**src/rtl/chip8_mem_arb.sv**
```systemverilog
// Shared CHIP-8 memory port: UART loader writes first, then fetch/draw reads with round-robin.
// Define CHIP8_ARB_LOCK_EN to add a draw burst lock (ST_LOCK) with a LOCK_MAX-cycle timeout.
module chip8_mem_arb #(
  parameter int ADDR_WIDTH = 12,
  parameter int DATA_WIDTH = 8,
  parameter int LOAD_BASE  = 512,
  parameter int LOCK_MAX   = 16
) (
  input  logic                  clk,
  input  logic                  rst,
  input  logic [7:0]            rx_i,
  input  logic                  rx_i_v,
  output logic [ADDR_WIDTH-1:0] load_addr,
  output logic                  load_full,
  output logic                  load_drop,
  input  logic                  fetch_req,
  input  logic [ADDR_WIDTH-1:0] fetch_addr,
  output logic                  fetch_gnt,
  output logic                  fetch_rvalid,
  input  logic                  draw_req,
  input  logic [ADDR_WIDTH-1:0] draw_addr,
  input  logic                  draw_lock,
  output logic                  draw_gnt,
  output logic                  draw_rvalid,
  output logic                  mem_we,
  output logic                  mem_re,
  output logic [ADDR_WIDTH-1:0] mem_waddr,
  output logic [ADDR_WIDTH-1:0] mem_raddr,
  output logic [DATA_WIDTH-1:0] mem_d
);

  localparam logic [ADDR_WIDTH-1:0] ADDR_MAX = '1;

  // The loader address parks on the top address instead of wrapping.
  function automatic logic [ADDR_WIDTH-1:0] sat_inc(input logic [ADDR_WIDTH-1:0] a);
    return (a == ADDR_MAX) ? a : a + 1'b1;
  endfunction

  logic                  pend;
  logic [DATA_WIDTH-1:0] pend_byte;
  logic                  last_draw;
  logic                  closing;
  logic                  locked;
  logic                  timeout;
  logic                  re_p1;
  logic                  src_draw_p1;
  logic                  fetch_vld_p2;
  logic                  draw_vld_p2;

`ifdef CHIP8_ARB_LOCK_EN
  localparam int CNT_W = $clog2(LOCK_MAX + 1);

  typedef enum logic {ST_ARB, ST_LOCK} state_t;

  state_t           state, state_nx;
  logic [CNT_W-1:0] lock_cnt, cnt_nx;

  assign locked = (state == ST_LOCK) && draw_req && draw_lock;

  always_ff @(posedge clk) begin
    if (rst) begin
      state    <= ST_ARB;
      lock_cnt <= '0;
    end else begin
      state    <= state_nx;
      lock_cnt <= cnt_nx;
    end
  end

  // The granting cycle in ST_ARB counts as the first locked cycle.
  always_comb begin
    state_nx = state;
    cnt_nx   = lock_cnt;
    timeout  = 1'b0;
    case (state)
      ST_ARB: begin
        if (draw_gnt && draw_lock) begin
          state_nx = ST_LOCK;
          cnt_nx   = CNT_W'(1);
        end
      end
      ST_LOCK: begin
        if (!locked) begin
          state_nx = ST_ARB;
          cnt_nx   = '0;
        end else if (lock_cnt >= CNT_W'(LOCK_MAX - 1)) begin
          state_nx = ST_ARB;
          cnt_nx   = '0;
          timeout  = 1'b1;
        end else begin
          cnt_nx = lock_cnt + 1'b1;
        end
      end
      default: begin
        state_nx = ST_ARB;
        cnt_nx   = '0;
      end
    endcase
  end
`else
  logic unused_draw_lock;

  assign unused_draw_lock = draw_lock;
  assign locked           = 1'b0;
  assign timeout          = 1'b0;
`endif

  // p0: grant decision for this cycle; a pending byte always wins.
  always_comb begin
    fetch_gnt = 1'b0;
    draw_gnt  = 1'b0;
    if (!pend) begin
      if (locked) begin
        draw_gnt = 1'b1;
      end else if (fetch_req && draw_req) begin
        fetch_gnt = last_draw;
        draw_gnt  = !last_draw;
      end else begin
        fetch_gnt = fetch_req;
        draw_gnt  = draw_req;
      end
    end
  end

  // The byte arriving during the final write is ignored like any byte after it.
  assign closing = load_full || (pend && (load_addr == ADDR_MAX));

  always_ff @(posedge clk) begin
    if (rst) begin
      pend      <= 1'b0;
      load_addr <= ADDR_WIDTH'(LOAD_BASE);
      load_full <= 1'b0;
      load_drop <= 1'b0;
      last_draw <= 1'b0;
    end else begin
      if (pend) begin
        pend      <= 1'b0;
        load_addr <= sat_inc(load_addr);
        if (load_addr == ADDR_MAX) load_full <= 1'b1;
      end
      if (rx_i_v && !closing) begin
        if (pend) load_drop <= 1'b1;
        else      pend      <= 1'b1;
      end
      if (timeout)        last_draw <= 1'b1;
      else if (fetch_gnt) last_draw <= 1'b0;
      else if (draw_gnt)  last_draw <= 1'b1;
    end
  end

  always_ff @(posedge clk) begin
    if (rx_i_v && !pend) pend_byte <= rx_i;
  end

  // p1: registered memory strobes and addresses.
  always_ff @(posedge clk) begin
    if (rst) begin
      mem_we      <= 1'b0;
      re_p1       <= 1'b0;
      src_draw_p1 <= 1'b0;
      mem_waddr   <= '0;
      mem_raddr   <= '0;
      mem_d       <= '0;
    end else begin
      mem_we      <= pend;
      re_p1       <= fetch_gnt || draw_gnt;
      src_draw_p1 <= draw_gnt;
      if (pend) begin
        mem_waddr <= load_addr;
        mem_d     <= pend_byte;
      end
      if (fetch_gnt || draw_gnt) mem_raddr <= draw_gnt ? draw_addr : fetch_addr;
    end
  end

  // p2: read data valid at the memory output.
  always_ff @(posedge clk) begin
    if (rst) begin
      fetch_vld_p2 <= 1'b0;
      draw_vld_p2  <= 1'b0;
    end else begin
      fetch_vld_p2 <= re_p1 && !src_draw_p1;
      draw_vld_p2  <= re_p1 && src_draw_p1;
    end
  end

  assign mem_re       = re_p1;
  assign fetch_rvalid = fetch_vld_p2;
  assign draw_rvalid  = draw_vld_p2;

endmodule

```
**config.mk**
```make
export PLATFORM = sky130hd
export DESIGN_NAME = chip8_mem_arb
export DESIGN_NICKNAME = d
export VERILOG_FILES = /design/src/rtl/chip8_mem_arb.sv
export SDC_FILE = /design/constraint.sdc
export NUM_CORES = 1
export LEC_CHECK = 0
export ABC_CLOCK_PERIOD_IN_PS = 1950
export BUFFER_PORTS_ARGS = -buffer_cell sky130_fd_sc_hd__buf_2
export CAP_MARGIN = 20
export CORE_ASPECT_RATIO = 0.75
export CORE_MARGIN = 2
export CORE_UTILIZATION = 48
export DETAILED_ROUTE_END_ITERATION = 10
export GPL_TIMING_DRIVEN = 0
export HOLD_SLACK_MARGIN = 0.08
export PLACE_DENSITY_LB_ADDON = 0.15
export SYNTH_ARGS = -nofsm -noshare
export SYNTH_HDL_FRONTEND = slang
export SYNTH_SLANG_ARGS = --single-unit
```
**constraint.sdc**
```tcl
create_clock -name clk -period 1.95 [get_ports clk]
set_input_delay 0.0975 -clock clk [delete_from_list [all_inputs] [get_ports clk]]
set_output_delay 0.0975 -clock clk [all_outputs]
set_load 0.02 [all_outputs]
```
* Word-level counts from Yosys, hierarchy flattened
Index checks and enable logic that the tools add are counted.
** Operators by class
- Add/subtract/negate cells :: 1
- Eq/ne operators :: 1
- Mux-type cells :: 6
- Bitwise gates (word level) :: 2
- Reductions and logical operators :: 17
** Operators with widths (number)
- adder 12 x 1 -> 12 bit (second input constant) :: 1
- == test 12 bit (second input constant) :: 1
- 2-to-1 mux 12 bit :: 1
- logical AND 1 bit :: 6
- AND reduction 2 bit :: 3
- 2-to-1 mux 1 bit :: 5
- logical NOT 1 bit :: 4
- OR reduction 2 bit :: 2
- logical OR 1 bit :: 2
- NOT 1 bit :: 2
** Word-level totals
- Register bits after elaboration :: 61
- Input bits :: 38
- Output and inout bits :: 52
- Word-level logic and storage cells :: 41

* Depth between registers and ports, before layout
Gate-level depths: netlist of the first run.
- Depth after elaboration :: 7
- Depth in mapped cells :: 7
- Gate-level depth less buffers :: 5

* Worst setup path after synthesis of the first run
No wires, ideal clock.
- Path kind :: reg-to-reg
- Start :: register load_addr[0]
- End :: register load_addr[5]
- Setup time :: 0.121 ns
- Data arrival time :: 1.564 ns
- Data required time :: 1.829 ns
- Slack :: 0.265 ns
- Cell stages (with the launch flop) :: 6
- Buffers on the path :: 0
- Period minus slack after synthesis :: 1.685 ns
- Cells stage by stage :: dfxtp_1 ha_1 and3_1 nand2_1 o211ai_1 mux2_2
** Between the ends
- Cells in the longest elaborated chain, start to end :: 3
** RTL lines
- start, declared :: RTL line 13 : output logic [ADDR_WIDTH-1:0] load_addr,
- start signal, assigned :: RTL line 131 : load_addr <= ADDR_WIDTH'(LOAD_BASE);
- start signal, assigned :: RTL line 138 : load_addr <= sat_inc(load_addr);
- branches (longest 3 deep; another with adder 12 x 1 -> 12 bit)
Several ways; the timed one is not identified.
A chain may end at the register's enable or synchronous reset.

* Worst setup path after layout of the first run
Same ends and word-level chain as after synthesis.

==> impl_results.md, run 1 <==
- Status: complete, no violations
- Post-synthesis async set-or-reset flop share: 0
- Count of final hold-check violations: 0
- Final setup violation count: 0
- Synthesized area: 2340 sq um
- Crit path kind: reg2reg
- Area leader, netlist: dfxtp_1
- Reg2reg path depth: 5
- Clock latency on the worst-skew pair: 0.33 ns
- Synth top area cells: dfxtp_1, edfxtp_1, mux2i_1
- Worst hold endpoint: src_draw_p1$_SDFF_PP0_
- Clock sinks: 61
- Setup TNS: 0 ns
- Final Max Slew Viols: 0
- Max-Cap Viols: 0
- First-iteration detailed-routing DRC count: 195
- CTS tree: yes
- Post-synth top cells: dfxtp_1, nor2_1, mux2i_1
- HPWL after DPL: 4.00 mm
- Clk pwr share: 0.351
- Final WL: 6.55 mm
- Fin area: 3320 sq um
- Power Dens Cells: 784 nW/um^2
- Post-synth net total: 271
- Cell internal pwr: 1920 uW
- Remaining Overflow, GRT: 0
- DR WL/cell: 15.5 microns
- Drt pass-1 iters: 4
- Chip width: 84.7 microns
- Clk pin slew, worst setup/hold paths: 0.06 ns
- Htree depth: 3
- # fillers: 348
- Crit. End Element: flip-flop
- Share of layout cells above drive strength 1: 0.301
- RSZ-0062 raised after global routing: no
- Post-route DRC: 0
- Detailed-route via count: 2206
- Fin Hold WS: 0.0831 ns
- Worst hold path depth: 3
- Flop pwr share: 0.519
- Number of synthesized flops with an enable pin: 8
- Reg2reg start: load_addr[0]$_SDFFE_PP0P_
- Headroom to the max-slew limit: 0.473
- Final nets: 399
- Pin count of the biggest net entering global routing: 11
- Tmin final: 1.83 ns
- Startpoint types: flip-flop
- Syn. warnings: 0
- Fmax: 0.546 GHz
- Ports: 90
- Die ar.: 5460 sq um
- Share of the synthesized area in the top cell type: 0.453
- Sw Ratio: 0.262
- Final RePlAce weighted congestion: 0.813
- Tot GR Track Use: 0.251
- Worst hold path class: in2reg
- Antenna violations before repair: 0
- Bufs on Longest Clock Path: 2
- Port Buffers: 87
- Crit path arrival time: 2.05 ns
- Core Region: 4570 sq um
- Tcrit/Tclk final: 0.939
- Post-DP Area: 2850 sq um
- Syn Area/Cell: 10.1 sq um
- Antenna viol nets, final: 0
- Gate Count Post-Synth: 232
- Hold Path Origin: draw_req
- Die height: 64.5 microns
- Worst Tran Pin Value: 0.789 ns
- Max VDD drop: 0.764 mV
- Register bit count reported by yosys: 61
- Clock buffer count from CTS: 9
- Placed cells: 376
- Psw: 683 uW
- Crit-path max FO: 6
- Area Growth Syn to Fin: 41.8%
- N_diodes: 0
- Seq/Total Area, Yosys: 0.555
- Most instantiated library cell after synthesis: dfxtp_1
- CTS root buffer: clkbuf_8
- First-pass GRT wire length: 10.5 mm
- RR Endpoint: load_addr[5]$_SDFFE_PP0P_
- Skew final: 0.0112 ns
- Cell Count, Final, Fillers Out: 422
- DP Worst Slack: 0.181 ns
- Ys flop type: dfxtp_1
- Flop2flop setup slack: 0.12 ns
- Post-CTS Setup Bufs: 0
- Fin worst setup slack: 0.119 ns
- Comb pwr share: 0.130
- P_leak: 0.00149 uW
- Initial Util: 0.513
- Worst EP required: 2.17 ns
- Core Rows: 21
- Number of global-route vias before repair: 2125
- Synth cell types: 40
- Via/cell ratio: 5.23
==> worst max path at each step <==
stage	endpoint	cells past startpoint	start	slack (ns)
3_3_place_gp	load_addr[5]$_SDFFE_PP0P_	5	load_addr[0]$_SDFFE_PP0P_	0.21
3_5_place_dp	load_addr[5]$_SDFFE_PP0P_	5	load_addr[0]$_SDFFE_PP0P_	0.18
2_1_floorplan	load_addr[5]$_SDFFE_PP0P_	5	load_addr[0]$_SDFFE_PP0P_	0.27
4_1_cts	fetch_gnt	6	pend$_SDFF_PP0_	0.10
6_report	load_addr[5]$_SDFFE_PP0P_	5	load_addr[0]$_SDFFE_PP0P_	0.12
5_1_grt	mem_raddr[7]$_SDFFE_PP0P_	6	pend$_SDFF_PP0_	0.02
==> through the flow <==
| step | total power [uW] | utilization |
|---|---|---|
| floorplan | 1540 | - |
| global placement | 1650 | 0.623 |
| detailed placement | 1650 | 0.623 |
| CTS | 2600 | 0.726 |
| global route | 2710 | 0.727 |
| finish | 2610 | 0.727 |
==> registers in the layout, summed over array words and instances (netlist names) <==
register and flops:
draw_rvalid 1, pend_byte 8, load_addr 12, load_full 1, mem_we 1, mem_raddr 12
mem_waddr 12, fetch_rvalid 1, mem_d 8, last_draw 1, src_draw_p1 1, load_drop 1
pend 1, mem_re 1
==> power groups by stage <==
| stage | sequential, uW | clock [uW] | combinational (uW) |
|---|---|---|---|
| 2_1_floorplan | 1420 | 0 | 121 |
| 3_3_place_gp | 1380 | 0 | 269 |
| 3_5_place_dp | 1380 | 0 | 274 |
| 4_1_cts | 1350 | 924 | 326 |
| 5_1_grt | 1360 | 987 | 363 |
| 6_report | 1350 | 915 | 338 |
==> per-layer routing <==
| layer | wire length (microns) | global-route usage | vias up | part of all wire |
|---|---|---|---|---|
| met5 | 0 | 0 | - | 0 |
| met4 | 133 | 0.107 | 0 | 0.020 |
| met3 | 493 | 0.0803 | 12 | 0.075 |
| met2 | 3170 | 0.409 | 101 | 0.48 |
| met1 | 2750 | 0.306 | 1011 | 0.42 |
| li1 | - | - | 1082 | - |
==> placed cells by master (no fill, tap or decap), types with 3 or more instances in the layout <==
cell type      count
buf_2             90
dfxtp_1           53
nor2_1            34
dlygate4sd3_1     31
mux2i_1           23
nand2_1           17
a21oi_1           15
a22oi_1           11
clkbuf_1           9
clkbuf_8           9
edfxtp_1           8
and3_1             4
nand3_1            4
nor3_1             4
inv_1              3
nor2b_1            3
nand4_1            3
and4_1             3
xnor2_1            3
nor3b_1            3
clkinv_2           3
==> cells by family after synthesis <==
group | synth area share
compound gates | 0.115
xor+xnor | 0.0150
fa+ha+maj | 0.00534
buf+inv | 0.0374
flops | 0.555
mux | 0.103
simple gates | 0.169
==> area by class of cell <==
class	count	area, sq um	share of cell area
buffer	15	75.1	0.0226
clock buffer	10	128	0.0384
clock inverter	6	30.0	0.00904
inverter	3	11.3	0.00339
multi-input combinational	152	960	0.289
sequential	61	1300	0.392
tap	57	71.3	0.0215
timing repair buffer	118	746	0.224
==> worst max-delay path: stages (launching register included) <==
cell and delay (ns):
dfxtp_1 0.44, ha_1 0.25, and3_1 0.29, nand2_1 0.12, o211ai_1 0.26, mux2_2 0.36
==> what timing repair did <==
action | in CTS | in global routing
endpoints found under the hold margin | 20 | 0
resized for setup | 0 | 2
hold buffers | 31 | 0
endpoints found under the setup margin | 0 | 5
No activity file was read; power rests on OpenSTA's default activity.
==> inputs of run 2 (changes only) <==
Settings changed: ABC_CLOCK_PERIOD_IN_PS 1950 to 2200, CORE_UTILIZATION 48 to 52.
Clock period 1.95 ns to 2.2 ns, I/O delays scaled along.
==> run 2 against run 1 <==
Cell area increased by 1.2%. Via count increased by 2.1%. Worst hold slack improved by 0.030 ns. Flip-flop and latch count unchanged. Non-clock buffer count unchanged. Largest power group unchanged. Combinational power decreased by 8.6%. Maximum frequency decreased by 14%. Total power decreased by 4.5%. Highest routed layer unchanged. Sequential share of layout area decreased by 0.45 points. Critical endpoint is now mem_raddr[4]$_SDFFE_PP0P_. Clock power increased by 7.2%.
==> impl_results.md, run 2 (synthesis gave the netlist of run 1 again) <==
- Status: complete, no violations
- # fillers: 303
- Worst hold path class: in2reg
- Clock buffer count from CTS: 9
- DR WL/cell: 15.2 microns
- Final WL: 6.40 mm
- Max VDD drop: 0.477 mV
- Post-route DRC: 0
- Clk pwr share: 0.394
- Antenna violations before repair: 0
- Crit-path max FO: 10
- Tmin final: 2.12 ns
- Comb pwr share: 0.124
- Biggest regs: load_addr (12), mem_raddr (12), mem_waddr (12)
- Detailed-route via count: 2253
- Via/cell ratio: 5.35
- Core Region: 4390 sq um
- Count of final hold-check violations: 0
- Clock sinks: 61
- Final setup violation count: 0
- Final Max Slew Viols: 0
- CTS tree: yes
- Setup TNS: 0 ns
- Psw: 592 uW
- Bufs on Longest Clock Path: 2
- Crit path arrival time: 2.32 ns
- Number of global-route vias before repair: 2225
- Fin Hold WS: 0.113 ns
- Die height: 62.1 microns
- P_leak: 0.00149 uW
- Htree depth: 3
- Sw Ratio: 0.238
- Tot GR Track Use: 0.278
- HPWL after DPL: 3.89 mm
- Area Growth Syn to Fin: 43.4%
- Skew final: 0.00748 ns
- Port Buffers: 87
- Antenna viol nets, final: 0
- Flop pwr share: 0.482
- Pwr Total: 2490 uW
- Initial Util: 0.534
- Most frequent cells in the layout: buf_2, dfxtp_1, nor2_1, dlygate4sd3_1, mux2i_1
- Clock latency on the worst-skew pair: 0.34 ns
- Die ar.: 5070 sq um
- Placed cells: 376
- Share of layout cells above drive strength 1: 0.302
- Commonest non-fill, non-tap cell in the layout: buf_2
- Max-Cap Viols: 0
- N_diodes: 0
- Drt pass-1 iters: 7
- Tcrit/Tclk final: 0.966
- Fmax: 0.471 GHz
- Final nets: 399
- Cell Count, Final, Fillers Out: 421
- Final RePlAce weighted congestion: 0.889
- Power Dens Cells: 740 nW/um^2
- First-iteration detailed-routing DRC count: 232
- Crit path kind: reg2reg
- Crit. End Element: flip-flop
- CTS root buffer: clkbuf_8
- Ports: 90
- Worst Tran Pin Value: 0.794 ns
- Cell internal pwr: 1900 uW
- Pin count of the biggest net entering global routing: 11
- Headroom to the max-slew limit: 0.470
- Chip width: 81.5 microns
- Clk pin slew, worst setup/hold paths: 0.07 ns
- Worst EP required: 2.40 ns
- Remaining Overflow, GRT: 0
- First-pass GRT wire length: 10.5 mm
- Core Util, Final: 0.766
- Core Rows: 21
- Startpoint types: flip-flop
## run 2: changes by cell type in the layout (fill, tap and decap cells not counted), sizes merged
cell      previous run  this run
clkbuf              19        23
clkinv               5         1
buf                 93        92
bufinv               0         1
clkinvlp             1         0
## run 2: layout make-up
type	count	area (sq um)	area share
Sequential cell	61	1300	0.387
Multi-Input combinational cell	152	960	0.286
Tap cell	57	71.3	0.0212
Inverter	3	11.3	0.00335
Clock buffer	13	159	0.0473
Buffer	15	77.6	0.0231
Timing Repair Buffer	118	746	0.222
Clock inverter	2	35.0	0.0104
## run 2: worst max-delay path, cell delays in order, from the launching register on
cell,delay [ns]
dfxtp_1,0.31
buf_4,0.15
inv_1,0.11
nand3_1,0.15
inv_1,0.12
clkbuf_4,0.22
a22oi_2,0.25
dlygate4sd3_1,0.59
a21oi_1,0.07
## run 2: per-layer routing
metal,GRT usage,routed length (microns),vias to the layer above
met3,0.103,454,22
met5,0,0,-
met4,0.129,209,0
li1,-,-,1075
met1,0.347,2790,1051
met2,0.422,2950,105
## run 2: final timing paths
kind / to / cells after the start / startpoint / slack, ns
worst max-delay path: mem_raddr[4]$_SDFFE_PP0P_ / 8 / pend$_SDFF_PP0_ / 0.08
worst min-delay path: src_draw_p1$_SDFF_PP0_ / 3 / draw_req / 0.11
worst max register to register: mem_raddr[4]$_SDFFE_PP0P_ / 8 / pend$_SDFF_PP0_ / 0.08
worst min register to register: fetch_rvalid$_SDFF_PP0_ / 1 / src_draw_p1$_SDFF_PP0_ / 0.43
## run 2: through the flow
step                      instance area (sq um)  setup WS (ns)
after floorplan                            2340          0.515
after global placement                     2850          0.444
after detailed placement                   2850          0.445
after CTS                                  3350         0.0929
after global routing                       3360        -0.0109
final                                      3360         0.0756
## run 2: power by group through the flow
stage | sequential [uW] | clock, uW | combinational, uW
floorplan | 1260 | 0 | 107
global placement | 1220 | 0 | 238
detailed placement | 1220 | 0 | 242
CTS | 1200 | 998 | 295
global route | 1200 | 1060 | 333
finish | 1200 | 981 | 309
## run 2: timing repair
action | 4_1_cts | 5_1_grt
endpoints found under the setup margin | 0 | 8
endpoints found under the hold margin | 20 | 0
hold buffers | 31 | 0
resized for setup | 0 | 3
buffers inserted | 0 | 0
==> inputs of run 3 (changes only) <==
Settings changed: ABC_CLOCK_PERIOD_IN_PS 2200 to 1900, CORE_UTILIZATION 52 to 41.
Clock period 2.2 ns to 1.9 ns, I/O delays scaled along.
==> run 3 against run 2 <==
Critical path depth decreased by 1. Clock-buffer cell count decreased by 2. Cell count increased by 4.5%. Worst hold slack got worse by 0.0096 ns.
==> impl_results.md, run 3 (synthesis gave the netlist of run 1 again) <==
- Status: complete, no violations
- Final RePlAce weighted congestion: 0.827
- Remaining Overflow, GRT: 0
- Core Util, Final: 0.625
- First-pass GRT wire length: 9.92 mm
- Fmax: 0.552 GHz
- N_diodes: 0
- Psw: 698 uW
- Met2 wire len: 2.74 mm
- Flop2flop setup slack: 0.09 ns
- Post-DP Area: 2870 sq um
- P_leak: 0.00151 uW
- Startpoint types: flip-flop
- Max VDD drop: 0.712 mV
- Crit. End Element: flip-flop
- Final WL: 6.18 mm
- Skew final: 0.00591 ns
- Pin count of the biggest net entering global routing: 11
- Ports: 90
- Htree depth: 3
- Crit path kind: reg2reg
- Critical-path top delay cell: dlygate4sd3_1
- Final setup violation count: 0
- Tcrit/Tclk final: 0.954
- Clk pwr share: 0.421
- Final nets: 399
- Tmin final: 1.81 ns
- Max-Cap Viols: 0
- Headroom to the max-slew limit: 0.456
- Clock buffer count from CTS: 9
- Met1 wire length: 2.95 mm
- Crit path arrival time: 2.01 ns
- Clk pin slew, worst setup/hold paths: 0.06 ns
- Port Buffers: 87
- Via/cell ratio: 4.95
- Power Dens Cells: 877 nW/um^2
- Clock sinks: 61
- Core Rows: 23
- CTS root buffer: clkbuf_8
- First-iteration detailed-routing DRC count: 152
- Drt pass-1 iters: 4
- Antenna violations before repair: 0
- Clock latency on the worst-skew pair: 0.34 ns
- Worst EP required: 2.10 ns
- Worst Tran Pin Value: 0.814 ns
- Most frequent cells in the layout: buf_2, dfxtp_1, nor2_1, dlygate4sd3_1, mux2i_1
- Bufs on Longest Clock Path: 2
- Initial Util: 0.431
- DP Worst Slack: 0.167 ns
- Sw Ratio: 0.234
- Fin area: 3400 sq um
- Fin worst setup slack: 0.0882 ns
- Chip width: 91.3 microns
- Post-CTS Setup Bufs: 0
- Post-route DRC: 0
- Die ar.: 6340 sq um
- Final Max Slew Viols: 0
- Max Used Layer: met4
- Tot GR Track Use: 0.202
- Flop pwr share: 0.465
- Area Growth Syn to Fin: 45.1%
- Worst hold path class: in2reg
- Die height: 69.5 microns
- Number of global-route vias before repair: 2076
- Comb pwr share: 0.114
- Setup TNS: 0 ns
- Core Region: 5440 sq um
- HPWL after DPL: 4.21 mm
- DR WL/cell: 14.1 microns
- Antenna viol nets, final: 0
- Crit-path max FO: 9
- Detailed-route via count: 2177
- Commonest non-fill, non-tap cell in the layout: buf_2
- Cell internal pwr: 2280 uW
- Routed wl met3: 373 microns
- Count of final hold-check violations: 0
- Biggest regs: load_addr (12), mem_raddr (12), mem_waddr (12)
- CP peak stage delay: 0.58 ns
- Share of layout cells above drive strength 1: 0.304
- # fillers: 473
- CP cell instances: buf_4, inv_1, nand3_1, inv_2, a22oi_1, dlygate4sd3_1, a21oi_1
- Pwr Total: 2980 uW
- CTS tree: yes
- RSZ-0062 raised after global routing: no
## run 3: routing by layer
metal,up-vias,GRT usage
met5,-,0
met4,0,0.0875
met3,12,0.0685
met2,77,0.297
met1,1005,0.268
li1,1083,-
## run 3: worst paths after layout
check / start / endpoint / cells past startpoint
max: pend$_SDFF_PP0_ / mem_raddr[9]$_SDFFE_PP0P_ / 7
min: fetch_addr[1] / mem_raddr[1]$_SDFFE_PP0P_ / 3
max reg2reg: pend$_SDFF_PP0_ / mem_raddr[9]$_SDFFE_PP0P_ / 7
min reg2reg: src_draw_p1$_SDFF_PP0_ / fetch_rvalid$_SDFF_PP0_ / 1
## run 3: what timing repair did
item                       4_1_cts  5_1_grt
hold buffers                    31        0
hold endpoints to repair        20        0
gates resized for setup          1        2
setup endpoints to repair        1        5
## run 3: final cells by class
cell class / instances / area (sq um) / share of cell area
flip-flops and latches: 61 / 1300 / 0.383
multi-input cells: 152 / 955 / 0.281
repair buffers: 118 / 746 / 0.219
clock buffers: 11 / 141 / 0.0416
well taps: 75 / 93.8 / 0.0276
plain buffers: 15 / 77.6 / 0.0228
clock inverters: 5 / 73.8 / 0.0217
inverters: 3 / 11.3 / 0.00331
## run 3: critical path, delay by kind of cell, from the launching register on
family,cells,cell delay (ns)
buffers and inverters,4,0.93
and+or+nand+nor,1,0.18
DFF,1,0.31
AOI/OAI and AO/OA,2,0.26
## run 3: through the flow
step	hold WS, ns	instances
detailed placement	0.274	394
floorplan	0.194	232
CTS	0.0929	441
finish	0.104	440
global route	0.115	440
global placement	0.274	394
## run 3: power by group through the flow
| stage | clock (uW) | sequential [uW] | combinational [uW] |
|---|---|---|---|
| 2_1_floorplan | 0 | 1460 | 124 |
| 3_3_place_gp | 0 | 1410 | 280 |
| 3_5_place_dp | 0 | 1410 | 285 |
| 4_1_cts | 1280 | 1390 | 338 |
| 5_1_grt | 1350 | 1390 | 367 |
| 6_report | 1250 | 1390 | 339 |
